### src/rtl/load_store_unit.sv
// load_store_unit: memory-stage load/store engine over a req/ack word memory.
// Aligns store lanes, extends load lanes, and traps misaligned/illegal accesses.
module load_store_unit (
  input  logic        clk_i,
  input  logic        reset_i,
  input  logic        start_i,
  input  logic        mem_read_i,
  input  logic        mem_write_i,
  input  logic [2:0]  funct3_i,
  input  logic [31:0] alu_result_i,
  input  logic [31:0] store_data_i,
  output logic        busy_o,
  output logic        done_o,
  output logic        access_fault_o,
  output logic [31:0] load_data_o,
  output logic        mem_req_o,
  output logic        mem_we_o,
  output logic [31:0] mem_addr_o,
  output logic [3:0]  mem_be_o,
  output logic [31:0] mem_wdata_o,
  input  logic        mem_ack_i,
  input  logic [31:0] mem_rdata_i
);
  localparam logic [1:0] IDLE = 2'd0, ACCESS = 2'd1, RESP = 2'd2, FAULT = 2'd3;
  logic [1:0]  state_q, state_d, off_q;
  logic [2:0]  f3_q;
  logic [3:0]  mem_be_q, be_in;
  logic        mem_we_q, accept, noop, bad;
  logic [31:0] mem_addr_q, mem_wdata_q, wdata_in, load_data_q, load_data_d;
  logic [31:0] shifted, ext;
  logic [15:0] half;
  always_comb begin
    accept   = state_q == IDLE && start_i;
    noop     = !mem_read_i && !mem_write_i;
    bad      = funct3_i == 3'b011 || funct3_i[2:1] == 2'b11 || (mem_write_i && funct3_i[2]) ||
               (funct3_i[1:0] == 2'b01 && alu_result_i[0]) ||
               (funct3_i[1:0] == 2'b10 && alu_result_i[1:0] != 2'b00);
    be_in    = funct3_i[1:0] == 2'b00 ? 4'b0001 << alu_result_i[1:0] :
               funct3_i[1:0] == 2'b01 ? (alu_result_i[1] ? 4'b1100 : 4'b0011) : 4'b1111;
    wdata_in = funct3_i[1:0] == 2'b00 ? {4{store_data_i[7:0]}} :
               funct3_i[1:0] == 2'b01 ? {2{store_data_i[15:0]}} : store_data_i;
    state_d  = state_q == IDLE   ? (accept ? (noop ? RESP : bad ? FAULT : ACCESS) : IDLE) :
               state_q == ACCESS ? (mem_ack_i ? RESP : ACCESS) : IDLE;
    // funct3[2] marks the unsigned load variants
    shifted  = mem_rdata_i >> {off_q, 3'b000};
    half     = off_q[1] ? mem_rdata_i[31:16] : mem_rdata_i[15:0];
    ext      = f3_q[1:0] == 2'b00 ? {{24{!f3_q[2] && shifted[7]}}, shifted[7:0]} :
               f3_q[1:0] == 2'b01 ? {{16{!f3_q[2] && half[15]}}, half} : mem_rdata_i;
    load_data_d = state_q == ACCESS && mem_ack_i && !mem_we_q ? ext : load_data_q;
  end
  always_ff @(posedge clk_i or posedge reset_i) begin
    if (reset_i) begin
      state_q     <= IDLE;
      off_q       <= 2'b00;
      f3_q        <= 3'b000;
      mem_be_q    <= 4'b0000;
      mem_we_q    <= 1'b0;
      mem_addr_q  <= 32'h0;
      mem_wdata_q <= 32'h0;
      load_data_q <= 32'h0;
    end else begin
      state_q     <= state_d;
      load_data_q <= load_data_d;
      mem_be_q    <= state_d == ACCESS ? (accept ? be_in : mem_be_q) : 4'b0000;
      mem_we_q    <= state_d == ACCESS ? (accept ? mem_write_i : mem_we_q) : 1'b0;
      if (accept) begin
        mem_addr_q  <= {alu_result_i[31:2], 2'b00};
        mem_wdata_q <= wdata_in;
        off_q       <= alu_result_i[1:0];
        f3_q        <= funct3_i;
      end
    end
  end
  assign busy_o         = state_q != IDLE;
  assign done_o         = state_q == RESP || state_q == FAULT;
  assign access_fault_o = state_q == FAULT;
  assign mem_req_o      = state_q == ACCESS;
  assign mem_we_o       = mem_we_q;
  assign mem_be_o       = mem_be_q;
  assign mem_addr_o     = mem_addr_q;
  assign mem_wdata_o    = mem_wdata_q;
  assign load_data_o    = load_data_q;
endmodule

### config.mk
export PLATFORM = sky130hd
export DESIGN_NAME = load_store_unit
export DESIGN_NICKNAME = d
export VERILOG_FILES = /design/src/rtl/load_store_unit.sv
export SDC_FILE = /design/constraint.sdc
export NUM_CORES = 1
export LEC_CHECK = 0
export CORE_MARGIN = 3
export CORE_UTILIZATION = 43
export DETAILED_ROUTE_END_ITERATION = 8
export PLACE_DENSITY = 0.92
export SYNTH_ARGS = -nofsm -noshare
export SYNTH_HDL_FRONTEND = slang
export SYNTH_SLANG_ARGS = --single-unit
### constraint.sdc
create_clock -name clk_i -period 4.1 [get_ports clk_i]
set_input_delay 1.025 -clock clk_i [delete_from_list [all_inputs] [get_ports clk_i]]
set_output_delay 1.025 -clock clk_i [all_outputs]
set_load 0.02 [all_outputs]
Yosys cells after proc, flatten, opt, wreduce, memory -nomap -nowiden
Index checks and enable logic that the tools add are counted.
{ "op_classes": {"n_reduce_logical": 23, "n_eq_ne": 10, "n_mux": 18, "shift": 2} }
{ "ops": {"columns": ["cell", "count"], "rows": [
  ["$mux 32", 4],
  ["$shr 32x5->8", 1],
  ["$mux 4", 5],
  ["$mux 16", 1],
  ["$mux 2", 6],
  ["$logic_and 1x1->1", 9],
  ["$eq 2x1->1 const B", 4],
  ["$eq 2x2->1 const B", 4],
  ["$logic_not 2->1", 3],
  ["$logic_or 1x1->1", 5],
  ["$logic_not 1->1", 4],
  ["$reduce_bool 2->1", 2],
  ["$shl 1x2->4 const A", 1],
  ["$eq 3x2->1 const B", 1],
  ["$mux 1", 2],
  ["$ne 2x2->1 const B", 1]
]} }
{ "word_totals": {"in_bits": 105, "reg_bits": 106, "out_inout_bits": 105, "word_cells": 61} }

Logic depth before layout (Yosys ltp)
Gate-level depths: netlist of run 1.
{ "logic_depth": {"ltp_word": 11, "mapped_depth": 7, "ltp_nobuf": 4} }

Worst setup path before layout of run 1
No wires, ideal clock.
{ "synth_timing": {"path_kind": "input-to-reg", "from": "in mem_rdata_i[15]", "to": "reg load_data_q[15] (netlist: load_data_o[15])", "arrival_ns": 1.867, "t_required_ns": 3.969, "n_path_buf": 1, "setup_time_ns": 0.131, "stages": 5, "path_slack_ns": 2.102, "cell_sequence": "mux4_1 -> nand2_1 -> or2_1 -> buf_6 -> a31oi_2"} }
{ "synth_via": {"elab_chain_len": 3, "elab_cells_between_ends": 5, "cone_classes": "shift (1); mux (3); reduce/logical (1)"} }
{ "synth_lines": {"columns": ["element", "line_no", "source"], "rows": [
  ["from (decl)", "22", "input logic [31:0] mem_rdata_i"],
  ["$shr 32x5->8 / $mux 16 (equally long branches)", "45, 46", null],
  ["$logic_and 1x1->1 / $mux 32 (equally long branches)", "47, 48", null],
  ["$mux 32 (*)", "47", "ext = f3_q[1:0] == 2'b00 ? {{24{!f3_q[2] && shifted[7]}}, shifted[7:0]} :"],
  ["to (signal assigned)", "63", "load_data_q <= load_data_d;"],
  ["to (decl)", "29", "logic [31:0] mem_addr_q, mem_wdata_q, wdata_in, load_data_q, load_data_d;"]
]} }
Mark *: on every way between the ends. The rest lies on a longest branch, timed or not.
A chain may end at the register's enable or synchronous reset.

Worst setup path in the final report of run 1
{ "layout_timing": {"from": "in start_i", "to": "reg mem_wdata_q[12] (netlist: mem_wdata_o[12])"} }
{ "layout_via": {"elab_chain_len": 1} }
{ "layout_lines": {"columns": ["element", "line_no", "source"], "rows": [
  ["from (decl)", "6", "input logic start_i,"],
  ["$logic_and 1x1->1", "33", "accept = state_q == IDLE && start_i;"],
  ["to (signal assigned)", "68", "mem_wdata_q <= wdata_in;"],
  ["to (decl)", "29", null]
]} }
Every way passes these cells.

==> impl_metrics.py, run 1 <==
metrics = {
    "power": {
        "ir_drop_v": 0.000401,
        "switching_share_pct": 40.3,
        "p_int_uw": 3210,
        "p_total_uw": 5380,
        "seqPwrFrac_pct": 34.5,
        "switchingPower_uw": 2170,
        "pwr-share-comb_pct": 47.6,
        "p_clk_share_pct": 17.9,
        "p_leak_uw": 0.00331,
        "p_per_area_mw_per_mm2": 712,
    },
    "cts": {
        "clk_latency_ps": 340,
        "post_cts_resized": 0,
        "ctsHoldBuffers": 0,
        "cts_root_buffer": "clkbuf_16",
        "htreeDepth": 3,
        "numCtsBuffers": 9,
        "cts_tree": "built",
        "clock-sinks": 106,
        "clockBufferDepth": 2,
        "cts_setup_buffers": 0,
        "cts.clk_slew.worst_paths_ps": 70,
    },
    "global_routing": {
        "grt_first_pass_wirelength_um": 26500,
        "grt_max_degree": 58,
        "grt_usage_pct": 25.6,
        "gr-total-overflow": 0,
        "antenna_found_initial": 0,
        "grt_pass1_vias": 5069,
    },
    "synth": {
        "ys_ff_latch": 106,
        "syn_area_per_cell_um2": 9.14,
        "synthAdderAreaFrac_pct": 0,
        "ys_warn_count": 0,
        "yosys.area_share.simple_pct": 20.5,
        "yosysTopAreaCellShare_pct": 51.7,
        "ys_types": 42,
        "yosys-top-cells-area": "dfrtp_1, nand2_1, mux2i_1",
        "ys_seq_area_share_pct": 51.7,
        "synthCells": 561,
        "synth_area_mm2": 0.00513,
        "synth-compound-area-share_pct": 14.8,
        "synth_top_family_by_area": "simple AND/OR/NAND/NOR gates",
        "synth-xor-area-share_pct": 0,
        "synth.largest_area_cell": "dfrtp_1",
        "synth_mux_area_share_pct": 7.83,
    },
    "routing": {
        "drt_iter0_drc": 394,
        "postRouteAntennaNets": 0,
        "drt_pass1_iterations": 5,
        "routed_via_density": 5.50,
        "drcViolationCount": 0,
        "wirelength_um": 16900,
        "wire_per_inst_um": 18.9,
        "vias": 4911,
    },
    "min_path": {
        "hp-start": "mem_addr_o[15]",
        "hold_class": "flip-flop to flip-flop",
        "holdPathStages": 2,
        "hold_end": "mem_addr_o[15]",
    },
    "floorplanning": {
        "die-height_um": 115,
        "die_x_um": 115,
        "start_util_pct": 44.5,
        "io_pins": 210,
        "core_mm2": 0.0115,
        "rows": 39,
        "dieArea_mm2": 0.0133,
    },
    "setup_path": {
        "cp-start-kind": "primary input",
        "worst-path-buf-inv": 2,
        "critPathTopFamily": "buffers and inverters",
        "path_max_fanout": 28,
        "ff2ff_path_depth": 4,
        "crit_slowest_cell": "nor3b_4",
        "cp-end-kind": "flip-flop",
        "r2r_slack_ps": 1530,
        "r2r_end": "load_data_o[6]",
        "r2r_start": "off_q[1]",
        "path_cells": "clkdlybuf4s50_1 -> nor3b_4 -> buf_4 -> nor2_1 -> a21oi_1",
        "cp.required_ps": 4350,
        "max_stage_delay_ps": 810,
        "crit_type": "primary input to flip-flop",
        "cp.arrival_ps": 3090,
    },
    "timing": {
        "maxSlewViolCount": 0,
        "finalSetupTns_ps": 0,
        "skew_ps": 5.30,
        "finalCritPeriodShare_pct": 69.2,
        "min_period_ps": 2840,
        "fmax_ghz": 0.353,
        "grt_setup_unrepaired": "no",
        "hold_viol_final": 0,
        "slew_headroom_pct": 35.1,
        "worstMarginPinSlew_ps": 973,
        "setup_violations": 0,
    },
    "cells_and_area": {
        "antennaDiodeCount": 0,
        "drive_gt1_share_pct": 5.60,
        "syn_to_final_growth_pct": 47.3,
        "nets": 850,
    },
    "run_status": {
        "status": "finished clean",
    },
    "place": {
        "port_buffers": 207,
        "hpwl_um": 12300,
        "gp_congestion": 0.846,
    },
    "flow_run": {
        "drv_cap": 0,
    },
}
-- state kept, by name, summed over array words and instances (netlist names) --
signal	flops
f3_q	3
mem_addr_o	30
off_q	2
state_q	2
mem_be_o	4
mem_wdata_o	32
load_data_o	32
mem_we_o	1
-- worst max-delay path by stage --
stage / from / endpoint / cells after the start / slack [ps]
after floorplan: reset_i / f3_q[0] / 1 / 290
after global placement: start_i / mem_wdata_o[22] / 5 / 1080
after detailed placement: start_i / mem_wdata_o[18] / 5 / 970
after CTS: start_i / mem_be_o[2] / 4 / 1270
after global routing: start_i / mem_wdata_o[16] / 5 / 1110
final: start_i / mem_wdata_o[12] / 5 / 1260
-- per-layer routing --
layer  GRT usage, %  vias up  wire length (µm)
met1           31.4     2344              6450
met5              0        -                 0
met3           9.79       35              1880
met2           41.4      275              8080
li1               -     2257                 -
met4           8.84        0               460
-- cells by family (layout without fill, tap and decap cells) --
kind of cell / count (synthesis) / count (layout)
buffers and inverters: 50 / 238
multiplexers: 37 / 37
other: 1 / 2
flip-flops: 106 / 106
AO/OA/AOI/OAI: 114 / 114
AND/OR/NAND/NOR: 253 / 253
-- metrics by stage --
step                setup slack, ps  util (%)  area [µm²]  hold slack (ps)  cells
CTS                            1270      65.6        7560              485    893
detailed placement              967      62.7        7220              462    877
global route                   1110      65.6        7560              503    893
floorplan                       286         -        5130              461    562
finish                         1260      65.6        7560              483    893
global placement               1080      62.7        7220              458    877
-- synth_stat cells, drive strengths merged --
| library cell | instances |
|---|---|
| conb | 1 |
| nor2 | 71 |
| dfrtp | 106 |
| mux2i | 33 |
| a21o | 2 |
| or2 | 2 |
| a31oi | 5 |
| or3b | 1 |
| o21ai | 19 |
| o221ai | 2 |
| nand3 | 4 |
| clkbuf | 11 |
| nand2 | 152 |
| or4b | 4 |
| buf | 32 |
| o22ai | 1 |
| nor3b | 2 |
| nor2b | 4 |
| inv | 7 |
| mux4 | 2 |
| a221oi | 9 |
| nand2b | 2 |
| nor3 | 3 |
| o211ai | 2 |
| and2 | 1 |
| a22o | 9 |
| nand3b | 5 |
| o21a | 2 |
| a21oi | 57 |
| a2111oi | 6 |
| mux2 | 2 |
| or4 | 2 |
-- power by group through the flow --
stage               clock network [µW]  logic, µW  registers, µW
floorplan                            0        929           2260
global placement                     0       2480           1840
detailed placement                   0       2560           1860
CTS                                982       2570           1850
global route                      1020       2750           1920
finish                             963       2560           1860
-- cells in the final DEF (no fill, tap or decap), types with 5 or more instances in the layout --
master / Yosys / final
clkbuf_16: 0 / 9
dfrtp_1: 106 / 106
a2111oi_0: 6 / 6
inv_1: 7 / 6
nand2_1: 152 / 151
a21oi_1: 56 / 56
buf_4: 4 / 8
mux2i_1: 33 / 33
a22o_1: 9 / 9
nor2_1: 70 / 69
clkdlybuf4s50_1: 0 / 207
o21ai_0: 17 / 17
a221oi_2: 8 / 8
nand3b_1: 5 / 5
-- worst register-to-register path: cells and delay by family, from the launching register on --
family / cells / cell delay [ps]
compound gates: 2 / 930
buf+inv: 1 / 430
flops: 1 / 940
simple gates: 1 / 120
-- cell type report --
type / instances / area, µm²
clock buffer: 9 / 225
fill: 873 / 3960
multi-input combinational: 406 / 2230
inverter: 7 / 28.8
clock inverter: 7 / 108
sequential: 106 / 2650
tap: 143 / 179
timing repair buffer: 215 / 2130
Note: power is estimated with default switching activity, not from simulation.
==> inputs of run 2 (changes only) <==
clock period = 2.9 ns   (was 4.1 ns; I/O delays follow)
==> run 2 against run 1 <==
Net effect: critical path depth down 3; largest power group unchanged; hold slack improved by 0.76 ps; die area did not move; wire length about the same; sequential share of layout area about the same; first-iteration DRC count is 22% higher; cell area about the same; non-clock buffer count grew 4; sequential power up 38%; clock skew grew 0.85 ps; global-route usage up 0.24 points.
==> impl_metrics.py, run 2 (synthesis gave the netlist of run 1 again) <==
metrics = {
    "run_status": {
        "status": "finished clean",
    },
    "cells_and_area": {
        "stdcell_count": 897,
        "final_common_cell": "clkdlybuf4s50_1",
        "final_cell_mix": "clkdlybuf4s50_1, nand2_1, dfrtp_1",
        "nets": 854,
        "drive_gt1_share_pct": 5.97,
        "post-route-util_pct": 65.7,
        "syn_to_final_growth_pct": 47.4,
        "antennaDiodeCount": 0,
        "design_area_mm2": 0.00756,
    },
    "floorplanning": {
        "core_mm2": 0.0115,
        "rows": 39,
        "io_pins": 210,
        "start_util_pct": 44.5,
        "dieArea_mm2": 0.0133,
        "die-height_um": 115,
        "die_x_um": 115,
    },
    "setup_path": {
        "r2r_slack_ps": 880,
        "cp.required_ps": 2170,
        "cp-end-kind": "output pin",
        "crit_slowest_cell": "clkdlybuf4s50_1",
        "max_stage_delay_ps": 640,
        "cp.arrival_ps": 1670,
        "worst-path-buf-inv": 1,
        "r2r_start": "f3_q[1]",
        "path_cells": "nor2b_1 -> clkdlybuf4s50_1",
        "critPathTopFamily": "buffers and inverters",
        "path_max_fanout": 6,
        "r2r_end": "load_data_o[31]",
        "ff2ff_path_depth": 4,
        "cp-start-kind": "flip-flop",
        "crit_type": "flip-flop to output pin",
    },
    "global_routing": {
        "grt_first_pass_wirelength_um": 26500,
        "grt_pass1_vias": 5066,
        "gr-total-overflow": 0,
        "antenna_found_initial": 0,
        "grt_usage_pct": 25.8,
        "grt_max_degree": 107,
    },
    "power": {
        "p_clk_share_pct": 16.4,
        "seqPwrFrac_pct": 34.4,
        "ir_drop_v": 0.000681,
        "p_int_uw": 4460,
        "switching_share_pct": 40.4,
        "switchingPower_uw": 3020,
        "p_total_uw": 7480,
        "p_leak_uw": 0.00331,
        "p_per_area_mw_per_mm2": 989,
        "pwr-share-comb_pct": 49.2,
    },
    "cts": {
        "htreeDepth": 3,
        "clk_latency_ps": 350,
        "clock-sinks": 106,
        "cts.clk_slew.worst_paths_ps": 70,
        "cts_root_buffer": "clkbuf_16",
        "ctsHoldBuffers": 0,
        "clockBufferDepth": 2,
        "cts_tree": "built",
        "cts_setup_buffers": 0,
        "post_cts_resized": 0,
        "numCtsBuffers": 9,
    },
    "place": {
        "dpl_cell_area_mm2": 0.00727,
        "port_buffers": 207,
        "gp_congestion": 0.872,
        "hpwl_um": 12500,
        "dpl.cell_count": 881,
    },
    "timing": {
        "finalSetupTns_ps": 0,
        "worstMarginPinSlew_ps": 680,
        "setup_violations": 0,
        "min_period_ps": 2400,
        "skew_ps": 6.15,
        "hold_viol_final": 0,
        "finalCritPeriodShare_pct": 82.7,
        "slew_headroom_pct": 54.6,
        "maxSlewViolCount": 0,
        "fmax_ghz": 0.417,
        "grt_setup_unrepaired": "no",
    },
    "routing": {
        "drt_iter0_drc": 480,
        "wire_per_inst_um": 18.8,
        "routed_via_density": 5.55,
        "vias": 4979,
        "wirelength_um": 16900,
        "drcViolationCount": 0,
        "drt_pass1_iterations": 5,
        "postRouteAntennaNets": 0,
    },
    "min_path": {
        "hp-start": "mem_addr_o[21]",
        "hold_class": "flip-flop to flip-flop",
        "hold_end": "mem_addr_o[21]",
        "holdPathStages": 2,
    },
    "flow_run": {
        "drv_cap": 0,
    },
}
==> run 2: cell count changes in the layout (fill, tap and decap cells not counted), sizes merged <==
cell,delta
buf,+4
bufinv,-1
clkbuf,+1
clkinv,+2
clkinvlp,+2
inv,-4
==> run 2: power by group through the flow <==
stage / logic (µW) / clock network (µW) / registers, µW
2_1_floorplan: 1310 / 0 / 3190
5_1_grt: 3950 / 1320 / 2650
6_report: 3680 / 1230 / 2570
3_5_place_dp: 3690 / 0 / 2580
3_3_place_gp: 3590 / 0 / 2550
4_1_cts: 3710 / 1260 / 2570
==> run 2: cell type report <==
| class | count | area, µm² |
|---|---|---|
| fill | 903 | 3950 |
| sequential | 106 | 2650 |
| multi-input combinational | 406 | 2230 |
| timing repair buffer | 219 | 2170 |
| clock buffer | 10 | 229 |
| tap | 143 | 179 |
| clock inverter | 6 | 66.3 |
| inverter | 7 | 30.0 |
==> run 2: metal layers <==
| layer | GRT usage, % | vias to the layer above | share of wire [%] |
|---|---|---|---|
| met2 | 43.5 | 298 | 48 |
| met5 | 0 | - | 0 |
| met1 | 29.5 | 2369 | 37 |
| met4 | 12.1 | 0 | 3.8 |
| met3 | 8.79 | 44 | 11 |
| li1 | - | 2268 | - |
==> run 2: worst min-delay path: stages, from the launching register on <==
cell	delay (ps)
dfrtp_1	340
nand2_1	50
nand2_1	60
==> run 2: worst max path at each step <==
stage,startpoint,end,slack (ps),cells past startpoint
6_report,state_q[0],mem_req_o,500,2
5_1_grt,state_q[0],mem_req_o,430,2
4_1_cts,state_q[0],mem_req_o,480,2
3_5_place_dp,start_i,mem_wdata_o[10],440,5
3_3_place_gp,mem_ack_i,load_data_o[10],510,6
2_1_floorplan,reset_i,f3_q[0],900,1
==> run 2: through the flow <==
step	worst slack, ps	hold slack [ps]
final	502	484
after global routing	433	502
after CTS	482	484
after floorplan	901	461
after global placement	513	458
after detailed placement	440	461
